--- src/rtl/tdc_stream_sequencer.sv ---
// tdc_stream_sequencer: serializes one PIXEL_NUM-pixel TDC acquisition into a
// stream of NP-bit timestamps for a histogram builder, idles GAP_CYCLES after
// each burst, and pulses frame_done once every ACQ_NUM acquisitions.
//
// Ports:
//   clk         rising-edge clock
//   res         synchronous active-low reset
//   en          allows a new acquisition to be accepted
//   acq_valid   acq_data holds one complete acquisition
//   acq_data    pixel p occupies bits [p*NP +: NP]
//   acq_ready   an acquisition can be accepted this cycle
//   wrEn        data carries a valid timestamp
//   data        serialized timestamp, held while wrEn=0
//   acq_idx     index of the acquisition being sent
//   frame_done  one-cycle pulse after the last pixel of acquisition ACQ_NUM-1
module tdc_stream_sequencer #(
    parameter int NP         = 10,
    parameter int PIXEL_NUM  = 4,
    parameter int ACQ_NUM    = 8,
    parameter int GAP_CYCLES = 2,
    localparam int AW = ACQ_NUM > 1 ? $clog2(ACQ_NUM) : 1
) (
    input  logic                    clk,
    input  logic                    res,
    input  logic                    en,
    input  logic                    acq_valid,
    input  logic [PIXEL_NUM*NP-1:0] acq_data,
    output logic                    acq_ready,
    output logic                    wrEn,
    output logic [NP-1:0]           data,
    output logic [AW-1:0]           acq_idx,
    output logic                    frame_done
);
    localparam int PW = PIXEL_NUM > 1 ? $clog2(PIXEL_NUM) : 1;
    localparam int GW = GAP_CYCLES > 1 ? $clog2(GAP_CYCLES) : 1;
    localparam int W  = PIXEL_NUM * NP;

    typedef enum logic [1:0] {IDLE, SEND, GAP} state_t;

    state_t        state_q, state_d;
    logic [PW-1:0] pix_q, pix_d;
    logic [GW-1:0] gap_q, gap_d;
    logic [W-1:0]  cap_q, cap_d;
    logic          wr_en_q, wr_en_d;
    logic [NP-1:0] data_q, data_d;
    logic [AW-1:0] idx_q, idx_d;
    logic          frame_done_q, frame_done_d;
    logic          last_pix, last_acq, last_gap;

    // res is included so the block never advertises readiness during reset
    assign acq_ready = (state_q == IDLE) && en && res;
    assign last_pix  = pix_q == PW'(PIXEL_NUM - 1);
    assign last_acq  = idx_q == AW'(ACQ_NUM - 1);
    assign last_gap  = gap_q == GW'(GAP_CYCLES - 1);

    always_comb begin
        state_d      = state_q;
        pix_d        = pix_q;
        gap_d        = gap_q;
        cap_d        = cap_q;
        wr_en_d      = 1'b0;
        data_d       = data_q;
        idx_d        = idx_q;
        frame_done_d = 1'b0;
        case (state_q)
            IDLE: if (acq_valid && acq_ready) begin
                // pixel 0 goes out straight from the input so it appears the cycle after acceptance
                state_d = SEND;
                cap_d   = acq_data;
                pix_d   = '0;
                wr_en_d = 1'b1;
                data_d  = acq_data[NP-1:0];
            end
            SEND: if (last_pix) begin
                state_d      = GAP_CYCLES > 0 ? GAP : IDLE;
                pix_d        = '0;
                idx_d        = last_acq ? '0 : idx_q + 1'b1;
                frame_done_d = last_acq;
            end else begin
                pix_d   = pix_q + 1'b1;
                wr_en_d = 1'b1;
                data_d  = NP'(cap_q >> (NP * (int'(pix_q) + 1)));
            end
            GAP: begin
                state_d = last_gap ? IDLE : GAP;
                gap_d   = last_gap ? '0 : gap_q + 1'b1;
            end
            default: state_d = IDLE;
        endcase
    end

    always_ff @(posedge clk) begin
        if (!res) begin
            state_q      <= IDLE;
            pix_q        <= '0;
            gap_q        <= '0;
            cap_q        <= '0;
            wr_en_q      <= 1'b0;
            data_q       <= '0;
            idx_q        <= '0;
            frame_done_q <= 1'b0;
        end else begin
            state_q      <= state_d;
            pix_q        <= pix_d;
            gap_q        <= gap_d;
            cap_q        <= cap_d;
            wr_en_q      <= wr_en_d;
            data_q       <= data_d;
            idx_q        <= idx_d;
            frame_done_q <= frame_done_d;
        end
    end

    assign wrEn       = wr_en_q;
    assign data       = data_q;
    assign acq_idx    = idx_q;
    assign frame_done = frame_done_q;
endmodule

--- config.mk ---
export PLATFORM = sky130hd
export DESIGN_NAME = tdc_stream_sequencer
export DESIGN_NICKNAME = d
export VERILOG_FILES = /design/src/rtl/tdc_stream_sequencer.sv
export SDC_FILE = /design/constraint.sdc
export NUM_CORES = 1
export LEC_CHECK = 0
export BUFFER_PORTS_ARGS = -buffer_cell sky130_fd_sc_hd__buf_4
export CAP_MARGIN = 20
export CORE_MARGIN = 2
export CORE_UTILIZATION = 50
export CTS_BUF_LIST = sky130_fd_sc_hd__clkbuf_8
export CTS_CLUSTER_DIAMETER = 100
export DETAILED_ROUTE_END_ITERATION = 6
export PLACE_DENSITY = 0.78
export REMOVE_ABC_BUFFERS = 1
export SETUP_SLACK_MARGIN = 0.1
export SYNTH_ARGS = -nofsm -noshare
export SYNTH_HDL_FRONTEND = slang
export SYNTH_SLANG_ARGS = --single-unit
--- constraint.sdc ---
create_clock -name clk -period 1.7 [get_ports clk]
set_input_delay 0.17 -clock clk [delete_from_list [all_inputs] [get_ports clk]]
set_output_delay 0.17 -clock clk [all_outputs]
set_load 0.02 [all_outputs]
; Word-level counts from Yosys, hierarchy flattened
; Cells that the tools add are included.
[totals]
reg_bits = 60
in_bits = 44
output_inout_bits = 16
word_cells = 47
[op_classes]
addsub = 4
n_mul = 1
n_eq_ne = 7
n_shift = 1
mux = 15
n_reduce_logical = 11
[op_table]
columns = op, n
row1 = $shr 40x7->10, 1
row2 = $mux 10, 2
row3 = $pmux 10 s2, 1
row4 = $mux 2, 5
row5 = $reduce_and 2->1, 4
row6 = $mul 3x3->6 const A, 1
row7 = $pmux 2 s3, 1
row8 = $reduce_and 3->1, 2
row9 = $eq 2x2->1 const B, 2
row10 = $ne 2x2->1 const B, 2
row11 = $pmux 2 s2, 1
row12 = $add 2x1->3 const B, 1
row13 = $add 3x1->3 const B, 1
row14 = $eq 3x3->1 const B, 1
row15 = $logic_and 1x1->1, 3
row16 = $mux 1, 3
row17 = $mux 3, 1
row18 = $add 2x1->2 const B, 1
row19 = $eq 2x1->1 const B, 1
row20 = $logic_not 2->1, 1
row21 = $ne 2x1->1 const B, 1
row22 = $pmux 1 s2, 1
row23 = $reduce_bool 2->1, 1
row24 = $add 1x1->1 const B, 1

; Depth between registers and ports, before layout
; Gate-level depths: netlist of the first run.
[depth]
ltp_word = 6
mapped_depth = 5
ltp_nobuf = 4

; Worst setup path after synthesis of the first run
; Ideal clock, no wire load.
[synth_path]
path_type = flip-flop to flip-flop
start = register pix_q[0]
end = register data_q[1], in the netlist data[1]
setup_ns = 0.117
arrival_ns = 1.241
t_required_ns = 1.583
slack_ns = 0.341
path_stages_with_launch = 6
path_buffers = 2
synth_period_minus_slack_ns = 1.359
cell_sequence = dfxtp_1 -> clkbuf_1 -> buf_4 -> mux2i_1 -> o221ai_1 -> a32o_1
[synth_via]
elab_chain_cells = 5
word_cells_on_any_way = 8
classes_between = add/sub (1) / mul (1) / eq/ne (2) / shift (1) / mux (2) / reduce/logical (1)
[synth_lines]
columns = item, line
row1 = from (decl), 41  ; logic [PW-1:0] pix_q, pix_d;
row2 = from (signal assigned), 104  ; pix_q <= pix_d;
row3 = $add 2x1->3, 82  ; data_d = NP'(cap_q >> (NP * (int'(pix_q) + 1)));
row4 = $mul 3x3->6, 82
row5 = $shr 40x7->10, 82
row6 = $mux 10, 74  ; SEND: if (last_pix) begin
row7 = $pmux 10 s2, 65  ; case (state_q)
row8 = to (signal assigned), 108  ; data_q <= data_d;
row9 = to (decl), 45  ; logic [NP-1:0] data_q, data_d;
; Several ways; a longest one is shown, not always the timed one. The select of a mux whose other input is x is not followed.
; A chain may end at the register's enable or synchronous reset.

; Final worst setup path of the first run
[layout_path]
start = register state_q[1]
end = register cap_q[20]
[layout_via]
elab_chain_cells = 5
[layout_lines]
columns = item, line
row1 = from (decl), 40  ; state_t state_q, state_d;
row2 = from (signal assigned), 103  ; state_q <= state_d;
row3 = $logic_not 2->1 (*), "51, 65"
row4 = $logic_and 1x1->1 (2 in series), 51  ; assign acq_ready = (state_q == IDLE) && en && res;
row5 = $logic_and 1x1->1, 66  ; IDLE: if (acq_valid && acq_ready) begin
row6 = $reduce_and 2->1 (no line) (*), -
row7 = to (signal assigned), 106  ; cap_q <= cap_d;
row8 = to (decl), 43  ; logic [W-1:0] cap_q, cap_d;
; Mark *: on every way between the ends. The rest lies on a longest branch, timed or not.

==> results of run 1 <==
[where the power goes]
part           total (W)  leakage (nW)  internal, W  switching, W
Sequential       0.00125         0.408      0.00122     0.0000331
Clock           0.000855        0.0573     0.000471      0.000384
Combinational   0.000423         0.874     0.000222      0.000201
Total            0.00253          1.34      0.00191      0.000618
[cell families (layout without fill, tap and decap cells)]
logic type	count (synthesis)	count (layout)	share of synthesized area
multiplexers	10	10	0.04180
AND/OR/NAND/NOR	60	60	0.1541
buffers and inverters	39	93	0.07524
AO/OA/AOI/OAI	93	93	0.2952
flip-flops	50	50	0.4180
adder cells (fa/ha/maj)	3	3	0.01568
[per-stage QoR]
stage / hold slack [ns] / instances
detailed placement: 0.4652 / 351
global route: 0.1545 / 363
finish: 0.1528 / 363
CTS: 0.1471 / 360
floorplan: 0.2838 / 229
global placement: 0.4640 / 351
[cell usage in the layout (no fill, tap or decap), types with 2 or more instances in the layout]
| master | instances |
|---|---|
| dfxtp_1 | 48 |
| inv_1 | 13 |
| and3_1 | 30 |
| clkbuf_8 | 6 |
| o21a_1 | 31 |
| nand2b_1 | 14 |
| nand3b_1 | 2 |
| nand2_1 | 5 |
| o221ai_1 | 10 |
| or3_1 | 2 |
| buf_4 | 70 |
| nand3_1 | 2 |
| mux2i_1 | 10 |
| ha_1 | 2 |
| a21boi_0 | 26 |
| dfxtp_4 | 2 |
| a21oi_1 | 12 |
| a32o_1 | 10 |
[how the worst max path moves through the flow]
stage / depth (start not counted) / to / slack [ns] / from
after floorplan: 3 / cap_q[10]$_SDFFE_PN0P_ / -3.39 / state_q[0]$_SDFFE_PN0P_
after global placement: 3 / data[6]$_SDFFE_PN0P_ / 0.15 / state_q[0]$_SDFFE_PN0P_
after detailed placement: 3 / data[1]$_SDFFE_PN0P_ / 0.08 / state_q[0]$_SDFFE_PN0P_
after CTS: 3 / acq_ready / 0.08 / state_q[0]$_SDFFE_PN0P_
after global routing: 5 / cap_q[20]$_SDFFE_PN0P_ / 0.07 / state_q[1]$_SDFFE_PN0P_
final: 5 / cap_q[20]$_SDFFE_PN0P_ / 0.09 / state_q[1]$_SDFFE_PN0P_
[per-layer routing]
metal | wire (um) | vias up
met4 | 55 | 0
met2 | 2660 | 54
li1 | - | 1028
met1 | 2679 | 917
met3 | 362 | 8
met5 | 0 | -
[sequential cells by signal, indices dropped and copies added (netlist names)]
name,count
frame_done,1
state_q,2
data,10
gap_q,1
cap_q,30
acq_idx,3
pix_q,2
wrEn,1
[layout make-up]
class / instances / area share
Clock buffer: 6 / 0.02687
Clock inverter: 1 / 0.009772
Inverter: 13 / 0.01588
Multi-Input combinational cell: 166 / 0.4011
Sequential cell: 50 / 0.3282
Tap cell: 54 / 0.02199
Timing Repair Buffer: 73 / 0.1963
[worst register-to-register path, delay by kind of cell, from the launching register on]
| kind | cells | cell delay, ns |
|---|---|---|
| and+or+nand+nor | 1 | 0.40 |
| buffers and inverters | 2 | 0.40 |
| DFF | 1 | 0.37 |
| AOI/OAI and AO/OA | 2 | 0.34 |
[synth_stat cells, drive strengths merged (2+ instances only)]
cell type	instances
nand2	5
or3	2
dfxtp	50
nand2b	14
nand3b	2
a32o	10
a21boi	26
a21oi	12
ha	3
buf	15
and3	30
inv	13
mux2i	10
o21a	31
o221ai	10
clkbuf	11
nand3	2
[what timing repair did]
| item | CTS | global route |
|---|---|---|
| hold buffers | 0 | 0 |
| buffers inserted | 1 | 2 |
| resized for setup | 1 | 5 |
| pin swaps | 1 | 1 |
| endpoints found under the setup margin | 10 | 32 |
| cloned | 1 | 1 |
==> results.json, run 1 <==
{
  "status": "completed",
  "ys_seq_area_frac": 0.4180,
  "wl_per_cell_um": 15.86,
  "dpl-instance-area_sq_um": 2869,
  "worstPathRequired_ns": 1.90,
  "dr_total_vias": 2007,
  "cts_sinks": 50,
  "async_reset_ff_frac": 0,
  "rsz0062_at_grt": "true",
  "post-route-period-util": 0.9496,
  "total_power_w": 0.002531,
  "cts_buffers": 5,
  "die_height_um": 73.21,
  "diodes": 0,
  "gp_congestion": 0.7832,
  "antenna_left": 0,
  "antenna_found_initial": 0,
  "wl_mm": 5.758,
  "remaining_drc_errors": 0,
  "grt-ovfl-total": 0,
  "rr_endpoint": "cap_q[20]$_SDFFE_PN0P_",
  "drtPass1Iterations": 4,
  "final_area_sq_um": 3073,
  "reg2reg_slack_ns": 0.09,
  "clockBufferDepth": 2,
  "multiInputGateArea_sq_um": 1232,
  "reg2reg_from": "state_q[1]$_SDFFE_PN0P_",
  "synth_cell_types": 28,
  "netlist_area_sq_um": 2395,
  "num_io_pins": 60,
  "critical-path-top-delay-family": "simple AND/OR/NAND/NOR gates",
  "start_util": 0.5138,
  "powerDensity_nw_per_um2": 823.6,
  "grt_pass1_vias": 1953,
  "drv_slew": 0,
  "leakagePower_nw": 1.340,
  "dieArea_sq_um": 5359,
  "fin_skew_ns": 0.004652,
  "synth.top_cell.area_share": 0.4180,
  "fp-row-count": 25,
  "viasPerCell": 5.529,
  "hold_end": "frame_done$_SDFF_PN0_",
  "reg2reg_depth": 5,
  "synth-seq-cells": 50,
  "use_met2": 0.3453,
  "synth_edf_count": 0,
  "fp.dieW_um": 73.21,
  "synthTopCellsByArea": "dfxtp_1 (42%), o21a_1 (9.7%), a21boi_0 (8.2%), and3_1 (7.8%), a32o_1 (4.2%)",
  "hold_viol": 0,
  "crit_chain": "nor4bb_4 > buf_4 > buf_4 > a21boi_0 > o21a_1",
  "worstMarginPinSlew_ns": 0.4634,
  "critPathMostFrequentCell": "buf_4",
  "ys.flop_type": "dfxtp_1",
  "min_from": "res",
  "whs_path_depth": 3,
  "core_sq_um": 4661,
  "grt_max_degree": 38,
  "path_clk_slew_ns": 0.09,
  "drt_iter0_drc": 148,
  "setup_ws_ns": 0.08569,
  "drive_gt1_frac": 0.2751,
  "cpPeakStageDelay_ns": 0.40,
  "min_path_type": "in -> reg",
  "grtUsageTotal": 0.2152,
  "root_buffer": "clkbuf_8",
  "post-place-ws_ns": 0.08306,
  "end_kind": "register",
  "fin_crit_ns": 1.614,
  "top_usage_layer": "met2",
  "ir_worst_vdd_mv": 0.4242,
  "grt_pass1_wl_mm": 9.066,
  "syn2layout_area_growth_pct": 28.32,
  "fmax_ghz": 0.6195,
  "cp-start-kind": "register",
  "cts_tree": "yes",
  "cp.buffers_inverters": 2,
  "clk_latency_ns": 0.30,
  "synth.largest_area_cell": "dfxtp_1",
  "ys_warn_count": 0,
  "regArea_sq_um": 1008,
  "max-cap-violations": 0,
  "synth.avg_cell_area_sq_um": 9.391,
  "arrival_ns": 1.81,
  "fillers": 396,
  "setup_viol": 0,
  "final_core_util": 0.6593,
  "htree_levels": 2,
  "dp_hpwl_mm": 3.566,
  "crit_fanout": 18,
  "syn_inst": 255,
  "grtUsageMet3": 0.05387,
  "critical-path-slowest-cell": "nor4bb_4",
  "portBuffers": 59,
  "fin_setup_tns_ns": 0,
  "path_class": "reg -> reg",
  "use_met1": 0.2911,
  "nNetsFinal": 356,
  "slew_headroom": 0.6911
}
No activity file was read; power rests on OpenSTA's default activity.
==> run 2, diff against run 1 <==
ABC_AREA = 1   (was unset)
GPL_TIMING_DRIVEN = 0   (was unset)
==> results.json, run 2 <==
{
  "status": "completed",
  "dpl-instance-area_sq_um": 2765,
  "rr_endpoint": "data[0]$_SDFFE_PN0P_",
  "final_cells": 438,
  "ys_seq_area_frac": 0.4255,
  "antenna_found_initial": 0,
  "fin_crit_ns": 1.545,
  "min_path_type": "in -> reg",
  "grtUsageTotal": 0.2341,
  "syn2layout_area_growth_pct": 24.57,
  "drive_gt1_frac": 0.2513,
  "grt_pass1_vias": 2072,
  "switching_share": 0.2732,
  "synth-seq-cells": 50,
  "nNetsFinal": 432,
  "fin_skew_ns": 0.01338,
  "fp-row-count": 24,
  "whs_path_depth": 3,
  "final_area_sq_um": 2930,
  "core_sq_um": 4444,
  "setup_ws_ns": 0.1550,
  "end_kind": "output port",
  "async_reset_ff_frac": 0,
  "synth_top_family_by_area": "simple AND/OR/NAND/NOR gates",
  "drt_iter0_drc": 165,
  "fin_setup_tns_ns": 0,
  "dp_hpwl_mm": 3.757,
  "largest-register": "cap_q",
  "reg2reg_from": "pix_q[0]$_SDFFE_PN0P_",
  "synth_compound_area_frac": 0.1505,
  "internal-power_w": 0.001747,
  "synth.top_cell.area_share": 0.4255,
  "p_switching_w": 0.0006569,
  "worstPathRequired_ns": 1.53,
  "final_common_cell": "nand2_1",
  "setup_viol": 0,
  "hold_end": "cap_q[32]$_SDFFE_PN0P_",
  "antenna_left": 0,
  "root_buffer": "clkbuf_8",
  "final_core_util": 0.6593,
  "synthSimpleGateAreaFrac": 0.2968,
  "grt_pass1_wl_mm": 9.563,
  "wl_mm": 5.872,
  "fillers": 406,
  "ys.flop_type": "dfxtp_1",
  "slew_headroom": 0.6462,
  "power_frac_comb": 0.181,
  "synthTopCellsByArea": "dfxtp_1 (43%), nand2_1 (12%), a21oi_1 (10%), nand3_1 (6.6%), inv_1 (5.3%)",
  "ir_worst_vdd_mv": 0.5440,
  "cts_tree": "yes",
  "hold_viol": 0,
  "wl_per_cell_um": 13.41,
  "grt-ovfl-total": 0,
  "ys_warn_count": 0,
  "cp-start-kind": "register",
  "drtPass1Iterations": 4,
  "worstMarginPinSlew_ns": 0.5274,
  "largest_reg_flops": 30,
  "netlist_area_sq_um": 2352,
  "powerDensity_nw_per_um2": 820.5,
  "arrival_ns": 1.37,
  "viasPerCell": 5.201,
  "synth_common_cells": "nand2_1 (78), dfxtp_1 (50), a21oi_1 (48)",
  "post-route-period-util": 0.9088,
  "cts_sinks": 50,
  "gp_congestion": 0.7795,
  "htree_levels": 2,
  "portBuffers": 59,
  "reg2reg_depth": 5,
  "dp_cells": 425,
  "drv_slew": 0,
  "start_util": 0.5293,
  "cts_buffers": 5,
  "clockPowerShare": 0.295,
  "dr_total_vias": 2278,
  "post-place-ws_ns": -0.4856,
  "dieArea_sq_um": 5269,
  "grt_max_degree": 35,
  "min_from": "acq_data[32]",
  "power_frac_seq": 0.524,
  "yosysMostFrequentCell": "nand2_1",
  "synthMuxAreaShare": 0,
  "die_height_um": 72.59,
  "synth_cell_types": 22,
  "synth.avg_cell_area_sq_um": 7.064,
  "fp.dieW_um": 72.59,
  "num_io_pins": 60,
  "final_cell_mix": "nand2_1 (78), buf_4 (63), a21oi_1 (48), dfxtp_1 (48), inv_1 (34)",
  "clk_latency_ns": 0.31,
  "crit_fanout": 11,
  "diodes": 0,
  "path_clk_slew_ns": 0.09,
  "max-cap-violations": 0,
  "synthAdderAreaFrac": 0.01596,
  "synth_edf_count": 0,
  "rsz0062_at_grt": "false",
  "reg2reg_slack_ns": 0.23,
  "synth.largest_area_cell": "dfxtp_1",
  "synth_xor_area_frac": 0,
  "leakagePower_nw": 1.338,
  "fmax_ghz": 0.6473,
  "clockBufferDepth": 2,
  "remaining_drc_errors": 0,
  "cts_hold_buf": 0,
  "syn_inst": 333,
  "path_class": "reg -> out"
}
==> run 2: cell count changes in the layout (fill, tap and decap cells not counted), moves of 26 or more <==
cell / previous run / this run
nand2_1: 5 / 78
a21oi_1: 12 / 48
o21a_1: 31 / 0
and3_1: 30 / 0
nand3_1: 2 / 31
a21boi_0: 26 / 0
==> run 2: area by class of cell <==
class,count,area (sq um),area share
Clock buffer,6,82.58,0.02818
Clock inverter,2,8.758,0.002989
Inverter,37,138.9,0.04740
Multi-Input combinational cell,227,1126,0.3843
Sequential cell,50,1008,0.3442
Tap cell,52,65.06,0.02220
Timing Repair Buffer,64,500.5,0.1708
==> run 2: worst max-delay path by stage <==
stage                                end  depth (start not counted)               startpoint
finish                         acq_ready                          2  state_q[0]$_SDFFE_PN0P_
global placement    data[1]$_SDFFE_PN0P_                          6                      res
detailed placement  data[0]$_SDFFE_PN0P_                          5    pix_q[0]$_SDFFE_PN0P_
floorplan           data[0]$_SDFFE_PN0P_                          4  state_q[1]$_SDFFE_PN0P_
global route                   acq_ready                          2  state_q[0]$_SDFFE_PN0P_
CTS                 data[0]$_SDFFE_PN0P_                          5    pix_q[1]$_SDFFE_PN0P_
==> run 2: critical path: stages, from the launching register on <==
cell and delay [ns]:
dfxtp_1 0.38, nor3_4 0.45, buf_4 0.23
==> run 2: kinds of logic after synthesis <==
group                      after synthesis
AOI/OAI and AO/OA                       70
DFF                                     50
and+or+nand+nor                        153
buffers and inverters                   57
adders and majority gates                3
==> run 2: what timing repair did <==
action	in CTS	in global routing
gates cloned	1	0
resized for setup	7	2
buffers inserted	2	2
setup endpoints to repair	42	25
pin swaps	2	2
==> run 2: layer usage <==
metal | global-route usage | up-vias | wire length (um)
met2 | 0.3980 | 75 | 2909
met4 | 0.07613 | 0 | 83
met3 | 0.04282 | 9 | 385
met5 | 0 | - | 0
met1 | 0.3005 | 1025 | 2494
li1 | - | 1169 | -
==> run 2: power groups by stage <==
stage          sequential [W]  combinational, W  clock, W
2_1_floorplan         0.00131          0.000200         0
5_1_grt               0.00127          0.000482  0.000773
3_3_place_gp          0.00129          0.000396         0
6_report              0.00126          0.000435  0.000710
3_5_place_dp          0.00129          0.000412         0
4_1_cts               0.00126          0.000430  0.000719
==> run 2: metrics by stage <==
step | total power (W) | hold slack, ns
4_1_cts | 0.002409 | 0.1338
3_5_place_dp | 0.001702 | 0.4432
2_1_floorplan | 0.001512 | 0.2892
5_1_grt | 0.002521 | 0.1377
3_3_place_gp | 0.001685 | 0.4395
6_report | 0.002404 | 0.1347
